**src/rtl/iir_mac_sequencer.sv**
```systemverilog
// rtl/iir_mac_sequencer.sv - MAC sequencing FSM for a 2nd-order DF-II IIR filter (optional IIR_OVERRUN_EN)
module iir_mac_sequencer #(
  parameter int MAC_LAT = 0
) (
  input  logic       clk,
  input  logic       reset,
  input  logic       start,
  input  logic       ovr_clr,
  output logic [2:0] bar1,
  output logic [1:0] bar2,
  output logic [1:0] bar3,
  output logic       ld_acum,
  output logic       ld_fk,
  output logic       shift_hist,
  output logic       ld_y,
  output logic       busy,
  output logic       done,
  output logic       overrun
);

  typedef enum logic [2:0] {
    S_IDLE,
    S_A1,
    S_A2,
    S_FK,
    S_B0,
    S_B1,
    S_B2,
    S_OUT
  } state_t;

  localparam logic [3:0] LAT = 4'(MAC_LAT);

  // select codes used while no operand is needed
  localparam logic [2:0] B1_ZERO = 3'd5;
  localparam logic [1:0] B2_ZERO = 2'd3;
  localparam logic [1:0] B3_ZERO = 2'd2;

  state_t     state;
  state_t     state_n;
  logic [3:0] cnt;
  logic [3:0] cnt_n;

  logic [2:0] bar1_n;
  logic [1:0] bar2_n;
  logic [1:0] bar3_n;
  logic       ld_acum_n;
  logic       ld_fk_n;
  logic       shift_hist_n;
  logic       ld_y_n;
  logic       busy_n;
  logic       done_n;
  logic       mac_last_n;

  // next state and hold counter: MAC states sit for 1+MAC_LAT cycles, leaving when cnt hits 0
  always_comb begin
    state_n = state;
    cnt_n   = 4'd0;
    case (state)
      S_IDLE: begin
        if (start) begin
          state_n = S_A1;
          cnt_n   = LAT;
        end
      end
      S_A1: begin
        if (cnt == 4'd0) begin
          state_n = S_A2;
          cnt_n   = LAT;
        end else begin
          cnt_n = cnt - 4'd1;
        end
      end
      S_A2: begin
        if (cnt == 4'd0) begin
          state_n = S_FK;
        end else begin
          cnt_n = cnt - 4'd1;
        end
      end
      S_FK: begin
        state_n = S_B0;
        cnt_n   = LAT;
      end
      S_B0: begin
        if (cnt == 4'd0) begin
          state_n = S_B1;
          cnt_n   = LAT;
        end else begin
          cnt_n = cnt - 4'd1;
        end
      end
      S_B1: begin
        if (cnt == 4'd0) begin
          state_n = S_B2;
          cnt_n   = LAT;
        end else begin
          cnt_n = cnt - 4'd1;
        end
      end
      S_B2: begin
        if (cnt == 4'd0) begin
          state_n = S_OUT;
        end else begin
          cnt_n = cnt - 4'd1;
        end
      end
      S_OUT: begin
        state_n = S_IDLE;
      end
      default: begin
        state_n = S_IDLE;
      end
    endcase
  end

  // decode the outputs of the state being entered so they can be registered alongside it
  always_comb begin
    bar1_n       = B1_ZERO;
    bar2_n       = B2_ZERO;
    bar3_n       = B3_ZERO;
    ld_acum_n    = 1'b0;
    ld_fk_n      = 1'b0;
    shift_hist_n = 1'b0;
    ld_y_n       = 1'b0;
    done_n       = 1'b0;
    busy_n       = (state_n != S_IDLE);
    mac_last_n   = (cnt_n == 4'd0);
    case (state_n)
      S_A1: begin
        bar1_n    = 3'd0;
        bar2_n    = 2'd1;
        bar3_n    = 2'd0;
        ld_acum_n = mac_last_n;
      end
      S_A2: begin
        bar1_n    = 3'd1;
        bar2_n    = 2'd2;
        bar3_n    = 2'd1;
        ld_acum_n = mac_last_n;
      end
      S_FK: begin
        ld_fk_n = 1'b1;
      end
      S_B0: begin
        bar1_n    = 3'd2;
        bar2_n    = 2'd0;
        bar3_n    = 2'd2;
        ld_acum_n = mac_last_n;
      end
      S_B1: begin
        bar1_n    = 3'd3;
        bar2_n    = 2'd1;
        bar3_n    = 2'd1;
        ld_acum_n = mac_last_n;
      end
      S_B2: begin
        bar1_n    = 3'd4;
        bar2_n    = 2'd2;
        bar3_n    = 2'd1;
        ld_acum_n = mac_last_n;
      end
      S_OUT: begin
        ld_y_n       = 1'b1;
        shift_hist_n = 1'b1;
        done_n       = 1'b1;
      end
      default: begin
        bar1_n = B1_ZERO;
      end
    endcase
  end

  // state register with registered Moore outputs; reset drops any coincident start
  always_ff @(posedge clk) begin
    if (reset) begin
      state      <= S_IDLE;
      cnt        <= 4'd0;
      bar1       <= B1_ZERO;
      bar2       <= B2_ZERO;
      bar3       <= B3_ZERO;
      ld_acum    <= 1'b0;
      ld_fk      <= 1'b0;
      shift_hist <= 1'b0;
      ld_y       <= 1'b0;
      busy       <= 1'b0;
      done       <= 1'b0;
    end else begin
      state      <= state_n;
      cnt        <= cnt_n;
      bar1       <= bar1_n;
      bar2       <= bar2_n;
      bar3       <= bar3_n;
      ld_acum    <= ld_acum_n;
      ld_fk      <= ld_fk_n;
      shift_hist <= shift_hist_n;
      ld_y       <= ld_y_n;
      busy       <= busy_n;
      done       <= done_n;
    end
  end

`ifdef IIR_OVERRUN_EN
  // sticky overrun: a start seen outside IDLE sets it, and setting beats a same-cycle clear
  always_ff @(posedge clk) begin
    if (reset) begin
      overrun <= 1'b0;
    end else if (start && (state != S_IDLE)) begin
      overrun <= 1'b1;
    end else if (ovr_clr) begin
      overrun <= 1'b0;
    end
  end
`else
  logic unused_ovr_clr;
  assign unused_ovr_clr = ovr_clr;
  assign overrun        = 1'b0;
`endif

endmodule

```
**config.mk**
```make
export PLATFORM = sky130hd
export DESIGN_NAME = iir_mac_sequencer
export DESIGN_NICKNAME = d
export VERILOG_FILES = /design/src/rtl/iir_mac_sequencer.sv
export SDC_FILE = /design/constraint.sdc
export NUM_CORES = 1
export LEC_CHECK = 0
export ABC_AREA = 1
export CORE_MARGIN = 4
export CORE_UTILIZATION = 53
export CTS_CLUSTER_DIAMETER = 60
export DETAILED_ROUTE_END_ITERATION = 10
export PLACE_DENSITY = 0.86
export SYNTH_ARGS = -nofsm -noshare
export SYNTH_HDL_FRONTEND = slang
export SYNTH_SLANG_ARGS = --single-unit
```
**constraint.sdc**
```tcl
create_clock -name clk -period 3.3 [get_ports clk]
set_input_delay 0.495 -clock clk [delete_from_list [all_inputs] [get_ports clk]]
set_output_delay 0.495 -clock clk [all_outputs]
set_load 0.02 [all_outputs]
```
Yosys cells after proc, flatten, opt, wreduce, memory -nomap -nowiden
Index checks and enable logic that the tools add are counted.

word-level totals
  register bits = 18
  output and inout port bits = 14
  logic and storage cells = 49

cells by class
  add/sub/neg operators = 1
  equal/unequal tests = 14
  muxes and demuxes = 14
  bitwise operators = 1
  reductions and logical operators = 10

operators with widths
  kind                 number
  $eq 3x3->1 const B   8
  $pmux 3 s8           1
  $mux 3               6
  $pmux 3 s5           1
  $eq 3x2->1 const B   4
  $reduce_or 5->1      2
  $logic_not 4->1      2
  $mux 4               2
  $eq 3x1->1 const B   2
  $pmux 2 s3           1
  $reduce_or 2->1      3
  $pmux 2 s2           1
  $sub 4x1->4 const B  1
  $logic_not 3->1      1
  $reduce_bool 3->1    1
  $reduce_or 3->1      1
  $mux 1               2
  $not 1->1            1

Logic depth before layout (Yosys ltp)
  depth after elaboration = 7
  mapped depth = 12
  depth with buffers taken out = 12

Worst setup path after synthesis
Ideal clock, no wire load.

  path kind = flip-flop to flip-flop
  start point = reg state[0]
  end point = reg bar3[1]
  setup time = 120 ps
  data arrival time = 1415 ps
  required time = 3180 ps
  path slack = 1765 ps
  cell stages (with the launch flop) = 10
  path through = dfxtp_1 inv_1 ha_1 nor2_4 nand3_2 o21bai_4 nand2_4 nand2_4 nor2_1 a21oi_1

between the ends
  longest elaborated chain between the ends = 5
  elaborated cells between the ends (all ways) = 21
  classes of those cells = 11 x eq/ne; 8 x mux; 2 x reduce/logical

RTL lines
  item                                             line  text
  from (decl)                                      39    state_t state;
  from (signal assigned)                           189   state <= state_n;
  $eq 3x3->1 (tied with other cells)               59    case (state)
  $pmux 3 s8 *                                     59
  $eq 3x3->1 / $eq 3x2->1 (equally long branches)  129   case (state_n)
  $reduce_or 3->1 (no source line)                 --
  $pmux 2 s2 *                                     129
  to (signal assigned)                             193   bar3 <= bar3_n;
  to (decl)                                        11    output logic [1:0] bar3,

Every way passes the cells marked *; elsewhere a longest branch is shown, timed or not.
A chain may end at the register's enable or synchronous reset.

==> key figures <==
Outcome
  • Run status: complete, no violations

Logic synthesis
  • Complex-gate fraction of the synthesized area: 0.05890
  • Seq cells post-synth: 18
  • Mean Syn Cell Area: 8.868 um2
  • Cells after Synth: slightly above 100
  • Sequential-to-total area share from yosys stat: 0.3945
  • Synth Area in XOR/XNOR: 0.01918
  • Syn Std Cell Area: 913.4 um2
  • Largest family of logic cells by synthesized area: simple AND/OR/NAND/NOR gates
  • Ys Warns: 0
  • Post-synthesis adder-cell area fraction: 0.08219
  • Syn_nets: between 100 and 150
  • Synth Area in Simple Gates: 0.3548
  • Mux cell area share after synthesis: 0
  • Number of library cell types mapped by synthesis: 26

Hold path
  • Hold_sp: cnt[0]
  • Worst Hold End: cnt[0]
  • Number of cells on the worst hold path: 2
  • Hold Crit Class: reg2reg

Floorplan
  • Chip height: 49.52 um
  • Full die area: 0.002452 mm2
  • Initial Utilization: 0.5859
  • Die width: approximately 50 um
  • # rows: 14
  • Core area: 0.001559 mm2
  • Ports: 18

STA
  • Slew Viols, Final: 0
  • Max Fclk: 0.5685 GHz
  • Clock Skew: 0.003896 ns
  • RSZ-0062 raised after global routing: false
  • Final Cycle Share: 0.5330
  • Setup tns final: 0 ns
  • Final hold vios: 0
  • Final setup viols: 0
  • Final min period: 1.759 ns

Route
  • Routed wire length: 1586 um
  • Drt initial violations: 11
  • Drt via density: between 4 and 5
  • WL met3: 89 um
  • Length of routed wiring on met1: slightly above 700 um
  • Met2 Wirelength: 772 um
  • DR vias: 652
  • Highest routed layer: met4
  • Post-route ant nets: 0
  • Residual DRC count: 0
  • Routed length per instance: 11.84 um
  • Pre-Repair DR Iteration Count: 6

Cells and area
  • Fin util: 0.6950
  • Most frequent cells in the layout: dfxtp_1 (18), clkdlybuf4s50_1 (15), inv_1 (12), nand2_1 (12)
  • Commonest non-fill, non-tap cell in the layout: dfxtp_1
  • Nets: 130
  • Area growth syn-to-layout: 18.63%
  • Layout cell share with drive strength beyond 1: 0.2797
  • Diodes inserted: 0
  • Design area: 0.001084 mm2

Pwr
  • Switching Fraction: 0.4508
  • P_sw: 0.4698 mW
  • Combinational Power Share: 0.592
  • Clk network pwr share: 0.100
  • Cell area power density: slightly below 1000 mW/mm2
  • Sequential power share: 0.308
  • Lkg Pwr: between 0.4 and 0.5 nW
  • Internal power: 0.5722 mW
  • Worst-case vdd ir drop: 0.5593 mV

Worst setup path
  • Worst flop-to-flop path endpoint: bar1[2]
  • WP data required: 2.80 ns
  • Number of buffers and inverters on the critical path: 1
  • WS Path Type: reg2out
  • Slowest CP cell: clkdlybuf4s50_1
  • Startpoint Class: flip-flop
  • Arr. time, crit path: between 1 and 1.5 ns
  • RR Startpoint: state[0]
  • R2R cell count: 9
  • Worst-path cell chain: clkdlybuf4s50_1
  • Reg2Reg Setup Slack: approximately 1.6 ns
  • Crit Path Max Fanout: 3
  • Max stage delay on crit path: 0.62 ns
  • Crit path max-delay family: buffers and inverters
  • Worst setup EP type: primary output

GRT
  • Remaining Overflow, GRT: 0
  • Total GRT Usage: 0.1408
  • First-pass GRT wire length: 2677 um
  • Largest net degree at the start of global routing: 10
  • Initial antenna violation count: 0
  • Vias in the first global route: around 620

Clocking
  • Clk_lat worst skew: between 0.2 and 0.3 ns
  • CTS-repair resized insts: 0
  • Clock Pin Slew Worst Setup and Hold Paths: 0.09 ns
  • Num CTS Buffers: 3
  • TritonCTS Sinks: 18
  • Root Driver: clkbuf_4
  • Clock buffer depth: 2
  • CTS HTree Levels: 1
  • CTS tree: yes
  • Hold buffers post-CTS: 0
  • Post-CTS setup buffer count: 0

Placed design
  • DP Area: 0.001061 mm2
  • Port Buffer Count: 15
  • Global placement routability congestion: 0.7782
  • Detailed placement HPWL: approximately 1300 um

Job
  • MaxCap Viol Count: 0
## per-stage QoR
step | total power, mW | worst slack, ns | cells | hold WS [ns]
floorplan | 0.7734 | 1.765 | 103 | 0.4800
global placement | 0.9256 | 1.484 | 131 | 0.4932
detailed placement | 0.9437 | 1.443 | 131 | 0.5048
CTS | 1.053 | 1.519 | 134 | 0.5198
global route | 1.121 | 1.453 | 134 | 0.5442
finish | 1.042 | 1.541 | 134 | 0.5146
## how the worst max path moves through the flow
stage                  start  depth (start not counted)  slack (ns)       to
floorplan           state[0]                          9        1.77  bar3[1]
global placement       start                         10        1.48  ld_acum
detailed placement     start                          7        1.44  bar1[2]
CTS                     done                          1        1.52     done
global route        state[0]                          9        1.45  bar1[2]
finish                  done                          1        1.54     ld_y
## layout make-up
class,instances,area (um2)
Fill cell,119,475.5
Clock buffer,3,22.52
Inverter,15,56.30
Timing Repair Buffer,15,150.1
Sequential cell,18,360.3
Multi-Input combinational cell,67,474.2
Tap cell,16,20.02
## state kept, by name, indices dropped and copies added, names as in the netlist
name	cells
bar2	2
ld_acum	1
state	3
bar1	3
bar3	2
cnt	4
ld_fk	1
done	1
busy	1
## cells by family (layout without fill, tap and decap cells)
logic type | after synthesis | after routing
AND/OR/NAND/NOR | 52 | 52
flip-flops | 18 | 18
buffers and inverters | 18 | 33
adder cells (fa/ha/maj) | 6 | 6
AO/OA/AOI/OAI | 6 | 6
XOR/XNOR | 2 | 2
other | 1 | 1
## cells in the mapped netlist (all sizes together)
cell / n / share of area
nand2: 24 / 0.15
dfxtp: 18 / 0.39
inv: 15 / 0.062
nor2: 14 / 0.096
nand3: 7 / 0.049
ha: 6 / 0.082
buf: 3 / 0.025
nor3: 3 / 0.022
o21ai: 3 / 0.025
nand4: 2 / 0.021
or2: 2 / 0.014
a21o: 1 / 0.0082
a21oi: 1 / 0.0055
conb: 1 / 0.0041
o21bai: 1 / 0.021
xnor2: 1 / 0.0096
xor2: 1 / 0.0096
## layer usage
| metal | GRT usage | vias up |
|---|---|---|
| met2 | 0.2478 | 19 |
| met1 | 0.1636 | 283 |
| li1 | - | 348 |
| met4 | 0.04147 | 0 |
| met5 | 0 | - |
| met3 | 0.04217 | 2 |
## power groups by stage
stage	combinational [mW]	clock [mW]	sequential, mW
floorplan	0.390	0	0.383
global placement	0.603	0	0.322
detailed placement	0.618	0	0.326
CTS	0.625	0.107	0.321
global route	0.677	0.117	0.327
finish	0.617	0.104	0.321
Power figures use the tool's default switching activity.
